### src/rtl/intr_ctl.sv
// intr_ctl: external edge/level lines, reloadable timers, a clock
// comparator and a software interrupt merged into one masked line.
module intr_ctl #(
  parameter int NEXT   = 4,
  parameter int NTIMER = 2,
  parameter int TW     = 24
) (
  input  logic            clk,
  input  logic            reset,
  input  logic [NEXT-1:0] ext_intr,
  output logic            interrupt,
  input  logic            io_write,
  input  logic [4:0]      io_addr,
  input  logic [15:0]     io_wdata,
  output logic [15:0]     io_rdata
);

  localparam int NS = NEXT + NTIMER + 2;
  localparam int CI = NEXT + NTIMER;

  logic [NS-1:0]     lat, lat_nx, en;
  logic [NS-1:0]     hw_ev, status, pend, mode_full;
  logic [NEXT-1:0]   mode, hist;
  logic [NTIMER-1:0] run, oneshot, tev;
  logic [31:0]       ccnt, ccmp;
  logic [TW-1:0]     tcnt [NTIMER];
  logic [TW-1:0]     trld [NTIMER];
  logic [3:0]        vidx;

  logic w_en, w_mode, w_set, w_clr, w_tctl;
  logic w_clo, w_chi, w_mlo, w_mhi;
  logic [NTIMER-1:0] w_tclo, w_tchi, w_trlo, w_trhi;

  always_comb begin
    w_en   = io_write && io_addr == 5'd2;
    w_mode = io_write && io_addr == 5'd3;
    w_set  = io_write && io_addr == 5'd4;
    w_clr  = io_write && io_addr == 5'd5;
    w_tctl = io_write && io_addr == 5'd7;
    w_clo  = io_write && io_addr == 5'd8;
    w_chi  = io_write && io_addr == 5'd9;
    w_mlo  = io_write && io_addr == 5'd10;
    w_mhi  = io_write && io_addr == 5'd11;
    for (int t = 0; t < NTIMER; t++) begin
      w_tclo[t] = io_write && io_addr == 5'(16 + 4*t);
      w_tchi[t] = io_write && io_addr == 5'(17 + 4*t);
      w_trlo[t] = io_write && io_addr == 5'(18 + 4*t);
      w_trhi[t] = io_write && io_addr == 5'(19 + 4*t);
    end
  end

  always_comb begin
    for (int t = 0; t < NTIMER; t++)
      tev[t] = run[t] && tcnt[t] == '0;
  end

  always_comb begin
    mode_full = '1;
    mode_full[NEXT-1:0] = mode;
    hw_ev = '0;
    hw_ev[NEXT-1:0] = ext_intr & ~hist & mode;
    hw_ev[CI-1:NEXT] = tev;
    hw_ev[CI] = ccnt == ccmp;
    status = lat;
    for (int i = 0; i < NEXT; i++)
      if (!mode[i]) status[i] = ext_intr[i];
    pend = en & status;
  end

  assign interrupt = |pend;

  // hardware event beats clear beats set; level sources keep no latch
  always_comb begin
    for (int i = 0; i < NS; i++) begin
      lat_nx[i] = lat[i];
      if (hw_ev[i])
        lat_nx[i] = 1'b1;
      else if (w_clr && io_wdata[i])
        lat_nx[i] = 1'b0;
      else if (w_set && io_wdata[i])
        lat_nx[i] = 1'b1;
      if (!mode_full[i]) lat_nx[i] = 1'b0;
    end
  end

  always_comb begin
    vidx = '0;
    for (int i = NS - 1; i >= 0; i--)
      if (pend[i]) vidx = 4'(i);
  end

  always_comb begin
    io_rdata = '0;
    case (io_addr)
      5'd0:    io_rdata = 16'(pend);
      5'd1:    io_rdata = 16'(status);
      5'd2:    io_rdata = 16'(en);
      5'd3:    io_rdata = 16'(mode_full);
      5'd6:    io_rdata = {|pend, 11'd0, vidx};
      5'd7:    io_rdata = {8'(oneshot), 8'(run)};
      5'd8:    io_rdata = ccnt[15:0];
      5'd9:    io_rdata = ccnt[31:16];
      5'd10:   io_rdata = ccmp[15:0];
      5'd11:   io_rdata = ccmp[31:16];
      default: io_rdata = '0;
    endcase
    for (int t = 0; t < NTIMER; t++) begin
      if (io_addr == 5'(16 + 4*t)) io_rdata = tcnt[t][15:0];
      if (io_addr == 5'(17 + 4*t)) io_rdata = 16'(tcnt[t][TW-1:16]);
      if (io_addr == 5'(18 + 4*t)) io_rdata = trld[t][15:0];
      if (io_addr == 5'(19 + 4*t)) io_rdata = 16'(trld[t][TW-1:16]);
    end
  end

  always_ff @(posedge clk or negedge reset) begin
    if (!reset) begin
      lat     <= '0;
      en      <= '0;
      mode    <= '0;
      hist    <= '0;
      run     <= '0;
      oneshot <= '0;
      ccnt    <= '0;
      ccmp    <= '1;
    end else begin
      lat  <= lat_nx;
      hist <= ext_intr;
      if (w_en)   en   <= io_wdata[NS-1:0];
      if (w_mode) mode <= io_wdata[NEXT-1:0];
      if (w_tctl) begin
        run     <= io_wdata[NTIMER-1:0];
        oneshot <= io_wdata[8 +: NTIMER];
      end else begin
        run <= run & ~(tev & oneshot);
      end
      if (w_clo)
        ccnt[15:0] <= io_wdata;
      else if (w_chi)
        ccnt[31:16] <= io_wdata;
      else
        ccnt <= ccnt + 32'd1;
      if (w_mlo) ccmp[15:0]  <= io_wdata;
      if (w_mhi) ccmp[31:16] <= io_wdata;
    end
  end

  // a reload-hi write restarts the count from the new full reload
  always_ff @(posedge clk or negedge reset) begin
    if (!reset) begin
      for (int t = 0; t < NTIMER; t++) begin
        tcnt[t] <= '0;
        trld[t] <= '0;
      end
    end else begin
      for (int t = 0; t < NTIMER; t++) begin
        if (w_trlo[t]) trld[t][15:0] <= io_wdata;
        if (w_trhi[t]) trld[t][TW-1:16] <= io_wdata[TW-17:0];
        if (w_tclo[t])
          tcnt[t][15:0] <= io_wdata;
        else if (w_tchi[t])
          tcnt[t][TW-1:16] <= io_wdata[TW-17:0];
        else if (w_trhi[t])
          tcnt[t] <= {io_wdata[TW-17:0], trld[t][15:0]};
        else if (tev[t])
          tcnt[t] <= trld[t];
        else if (run[t])
          tcnt[t] <= tcnt[t] - TW'(1);
      end
    end
  end

endmodule

### config.mk
export PLATFORM = sky130hd
export DESIGN_NAME = intr_ctl
export DESIGN_NICKNAME = d
export VERILOG_FILES = /design/src/rtl/intr_ctl.sv
export SDC_FILE = /design/constraint.sdc
export NUM_CORES = 1
export LEC_CHECK = 0
export CAP_MARGIN = 10
export CORE_AREA = 4 4 106 209
export DETAILED_ROUTE_END_ITERATION = 16
export DIE_AREA = 0 0 110 213
export GPL_TIMING_DRIVEN = 0
export PLACE_DENSITY = 0.85
export SYNTH_ARGS = -nofsm -noshare
export SYNTH_HDL_FRONTEND = slang
export SYNTH_SLANG_ARGS = --single-unit
### constraint.sdc
create_clock -name clk -period 3.4 [get_ports clk]
set_input_delay 0.68 -clock clk [delete_from_list [all_inputs] [get_ports clk]]
set_output_delay 0.68 -clock clk [all_outputs]
set_load 0.1 [all_outputs]
==> results_dict.tcl <==
set metrics [dict create \
    outcome "finished, violations left" \
    failed_checks "negative setup slack" \
    yosysUniqueCellTypes 83 \
    r2r-start "tcnt[0]" \
    syn2layout_area_growth_pct 18.4 \
    drt-total-wl_um 51600 \
    async_reset_ff_share_pct 100 \
    crit_arrival_ns 2.73 \
    synth-seq-area-share_pct 39.7 \
    final.setup_skew_ns 0.0100 \
    drcViolationCount 0 \
    placed_area_um2 12900 \
    num_vias 12232 \
    dieHeight_um 213 \
    hold_ws_ns 0.170 \
    yosys_register_bits 188 \
    place.gp.congestion 1.11 \
    synth_warnings 0 \
    first_global_vias 12304 \
    fin_ws_ns -0.00963 \
    dr.pass1.iters 6 \
    ant_nets 0 \
    critPathKind "in2out" \
    synth_area_per_cell_um2 9.43 \
    reg2regPathDepth 7 \
    period_share_pct 100 \
    synth_nets 1298 \
    hold_class "in2async" \
    fmax_mhz 293 \
    wire_per_inst_um 31.7 \
    fp.dieW_um 110 \
    synth_ff_type "dfrtp_1" \
    place_ws_ns -2.35 \
    setup_viol 3 \
    grt_pass1_wl_um 76900 \
    clockBufferDepth 2 \
    r2r_slack_ns 0.18 \
    cp-start-kind "primary input" \
    final_layout_size_suffix_gt1_share_pct 23.0 \
    clkSlewWorstSetupHoldPaths_ns 0.07 \
    core-area_um2 20500 \
    placed_cells 1577 \
    setup_tns_ns -0.0263 \
    r2r-end "tcnt[3]" \
    io_pins 45 \
    viasPerCell 7.51 \
    drt-initial-drc-count 1671 \
    grt_use_total_pct 45.4 \
    syn-cell-area_um2 12000 \
    design_area_um2 14200 \
    synthCells 1267 \
    root_buffer "clkbuf_16" \
    slew_viol_final 0 \
    drv_cap 0 \
    power_density_nw_per_um2 671 \
    rows 74 \
    fillers 1617 \
    start_util_pct 58.4 \
    fin_crit_ns 3.41 \
    hpwl_um 36900 \
    layoutNonFillerInstCount 1628 \
    worst_setup_path_end_kind "output pin" \
    synth_edf_count 0 \
    hold_viol_final 0 \
    cp_data_required_time_ns 2.72 \
    cts_buffers 17 \
    antenna_found_initial 2 \
    clock_latency_ns 0.47 \
    final_common_cell "dfrtp_1" \
    max_slew_margin_pct 14.1 \
    ir_worst_vdd_mv 0.569 \
    die_area_um2 23400 \
    grt_max_degree 122 \
    final_nets 1380 \
    p_leak_nw 5.67 \
    portBuffers 41 \
    layout_common_cells "dfrtp_1 (156), mux2_2 (91), nor2_1 (76)" \
    diodes 0 \
    worstMarginPinSlew_ns 1.28 \
    grt.overflow.total 0 \
    cts_htree_levels 4 \
    crit_fanout 10 \
    cts_tree "built" \
    rsz0062_at_grt "true" \
    clkSinkCount 188 \
]
critical path: stages:
cell and delay [ns]:
buf_4 0.16, buf_8 0.14, buf_4 0.13, clkinv_2 0.23, o311ai_2 0.54, a21o_1 0.19, and4b_2 0.34, o22ai_4 0.12
buf_12 0.20
synthesized netlist by cell type (10+ instances only):
cell type  count  area [um^2]
a21oi_1       61          305
nand4_1       26          163
nand2b_1      11         68.8
inv_1         15         56.3
a22oi_1       49          368
nor4_1        23          144
xnor2_1       37          324
mux2i_1       17          170
clkbuf_1      80          300
o211ai_1      16          120
dfrtp_1      156         3900
a211o_1       18          158
a22o_1        28          245
o31ai_1       14          105
and3_1        11         68.8
a221oi_1      13          114
o22ai_1       13         81.3
nor2b_1       19          119
and2_1        11         68.8
o21ai_0       50          250
o311ai_0      10         87.6
or4_1         11         82.6
nand2_1       74          278
a221o_1       15          150
dfstp_2       32          841
xor2_1        15          131
nor2_1        83          312
nor3_1        29          145
mux2_2        92         1040
nand3_1       49          245
or3_1         15         93.8
timing repair:
item	4_1_cts	5_1_grt
cloned	1	0
hold buffers	0	0
setup endpoints to repair	51	32
buffers inserted	21	0
gates resized for setup	255	16
pin swaps	10	9
metrics by stage:
stage,utilization [%],total power (W)
after CTS,69.1,0.00931
after global placement,62.6,0.00700
after global routing,69.2,0.00986
final,69.2,0.00950
after floorplan,-,0.00586
after detailed placement,62.8,0.00708
state kept, by name, summed over array words and instances, names as in the netlist:
register / flops
hist: 4
oneshot: 2
tcnt: 48
mode: 4
en: 8
ccnt: 32
run: 2
ccmp: 32
trld: 48
lat: 8
cell type report:
type	instances	area (um^2)	area share, %
buffer	94	607	4.29
clock buffer	18	439	3.10
clock inverter	14	161	1.14
inverter	18	71.3	0.504
multi-input combinational	964	7130	50.3
sequential	188	4740	33.5
tap	266	333	2.35
timing repair buffer	66	677	4.78
routing by layer:
layer	up-vias	wire length, um	global-route usage [%]
li1	5048	-	-
met1	5863	16700	50.8
met2	970	23700	70.2
met3	349	5360	12.3
met4	2	5780	38.9
met5	-	14	0
worst max-delay path by stage:
stage	start	end	cells past startpoint
after global placement	reset	tcnt[17]	1
final	io_addr[1]	io_rdata[1]	9
after detailed placement	io_addr[0]	io_rdata[4]	9
after floorplan	ext_intr[1]	io_rdata[15]	5
after global routing	io_write	tcnt[23]	8
after CTS	io_addr[4]	io_rdata[1]	8
logic make-up (layout without fill, tap and decap cells):
family	Yosys count	in the layout	synth area share, %
simple gates	412	412	18.7
xor+xnor	52	52	3.81
fa+ha+maj	3	3	0.314
compound gates	387	387	23.5
flops	188	188	39.7
mux	110	110	10.3
buf+inv	115	210	3.69
power by group:
part           internal [W]  leakage, nW  switching, W
logic               0.00141         3.11       0.00212
registers           0.00289         2.28      0.000968
clock network       0.00112        0.283      0.000989
total               0.00542         5.67       0.00408
Note: power is estimated with default switching activity, not from simulation.
==> patch, RTL diff (config.mk and constraints unchanged) <==
Put a register stage on the output `interrupt`, with the module's reset. The value now appears one clock later. The other outputs are not delayed to match.
--- a/src/rtl/intr_ctl.sv
+++ b/src/rtl/intr_ctl.sv
@@ -67,7 +67,13 @@
     pend = en & status;
   end
 
-  assign interrupt = |pend;
+  always_ff @(posedge clk or negedge reset) begin
+    if (!reset) begin
+      interrupt <= '0;
+    end else begin
+      interrupt <= |pend;
+    end
+  end
 
   // hardware event beats clear beats set; level sources keep no latch
   always_comb begin
Check against the original RTL: not equivalent (a bounded check fails within 4 cycles, from zero or initial values and one cycle with reset low).
==> patch against the unedited design <==
Routed wire length grew 9.0%; largest power group unchanged; power shrank 0.96%; the run still ends with negative setup slack left; worst setup slack lost 0.013 ns; count of clock-buffer cells in the layout grew 4; synthesized area grew 2.0%; worst hold slack is essentially flat; sequential cell count grew 1; design area grew 0.86%.
==> patch: results (changes against the unedited design) <==
- The total placed instance area is 0.0131 mm² (+1.7%).
- The number of multi-input logic gates came to 959 (-0.52%).
- The number of logic inverters in the finished layout is 13 (-5).
- The transition at the pin with the smallest max-transition slack came to 1.10 ns (-0.177 ns).
- The initial detailed-routing violation count is 1766 (+5.7%).
- The multi-input combinational cell area is 0.00730 mm² (+2.5%).
- The non-clock buffering overhead in the final layout came to 8.91% (-0.16 points).
- The total instance count after detailed placement is 1567 (-0.63%).
- The final sum of negative setup slack is -0.0225 ns (+0.00379 ns).
- The area fraction of clock buffers and clock inverters is 3.86% (-0.39 points).
- The total met2 wirelength after detailed routing was 26.5 mm (+12%).
- The number of clock buffer instances in the layout came to 22 (+4).
- The final reports fail on negative setup slack.
- The count of state elements after synthesis is 189 (+0.53%).
- The met3 layer wire length in the routed design is 5.57 mm (+3.9%).
- The number of gates given a new drive strength after cts is 220 (-14%).
- The mean number of vias per cell came to 7.73 (+2.9%).
- The final worst clock skew is 0.00960 ns (-0.000413 ns).
- The delay of the slowest cell on the worst path is 0.60 ns (+0.06 ns).
- The number of global-route vias before repair was 12860 (+4.5%).
- The met1 track demand over resource in global routing is 48.6% (-2.1 points).
- The pin count of the biggest net entering global routing is 117 (-4.1%).
- The slack of the critical path is -0.0225 ns (-0.0129 ns).
- The weighted congestion reported at the end of routability-driven placement is 1.06 (-4.3%).
- The worst hold slack is 0.170 ns (+0.000234 ns).
- The met2 track demand over resource in global routing came to 77.8% (+7.7 points).
- The number of antenna violations at the first check in global routing came to 3 (+1).
- From synthesis to final layout, the design area changed by 17.2%.
- The post-synthesis instance total is 1261 (-0.47%).
- The fraction of power consumed by sequential logic is 42.1% (+1.5 points).
- The run finished, with violations left.
- The sequential share of the synthesized area was 39.1% (-0.56 points).
- The count of final setup violators is 1 (-2).
- For this design, the slowest cell found on the critical path is o41ai_4.
- The number of antenna cells inserted is 1 (+1).
- The arrival time of data at the critical path endpoint is 2.74 ns (about the same).
- The all-layer global routing usage is 49.9% (+4.5 points).
- The number of port buffers is 39 (-4.9%).
- By area the synthesized netlist is led by dfrtp_1, mux2_2, dfstp_2.
- The number of signal-net buffers in the layout is 162 (+1.3%).
==> patch: cell count changes in the layout (fill, tap and decap cells not counted), sizes merged, moves of 7 or more <==
cell / before / now
mux2: 92 / 105
o31a: 2 / 9
buf: 64 / 93
nand2: 74 / 61
nor3: 31 / 38
nor2: 83 / 70
clkbuf: 95 / 74
o31ai: 15 / 6
o22ai: 13 / 23
a22oi: 49 / 61
a211o: 18 / 5
a211oi: 4 / 13
==> patch: cells by family after synthesis <==
family / after synthesis / share of synthesized area [%]
AOI/OAI and AO/OA: 398 / 23.4
and+or+nand+nor: 379 / 17.9
DFF: 189 / 39.1
muxes: 120 / 11.0
buffers and inverters: 113 / 4.03
xor gates and xnor gates: 59 / 4.24
adders and majority gates: 3 / 0.308
==> patch: final timing paths <==
check,endpoint,from
max in group asynchronous,ccnt[13],reset
hold reg to reg,tcnt[1],trld[1]
hold / removal,ccnt[4],reset
min in group clk,hist[0],ext_intr[0]
setup / recovery,io_rdata[1],io_addr[3]
setup reg to reg,run[1],tcnt[12]
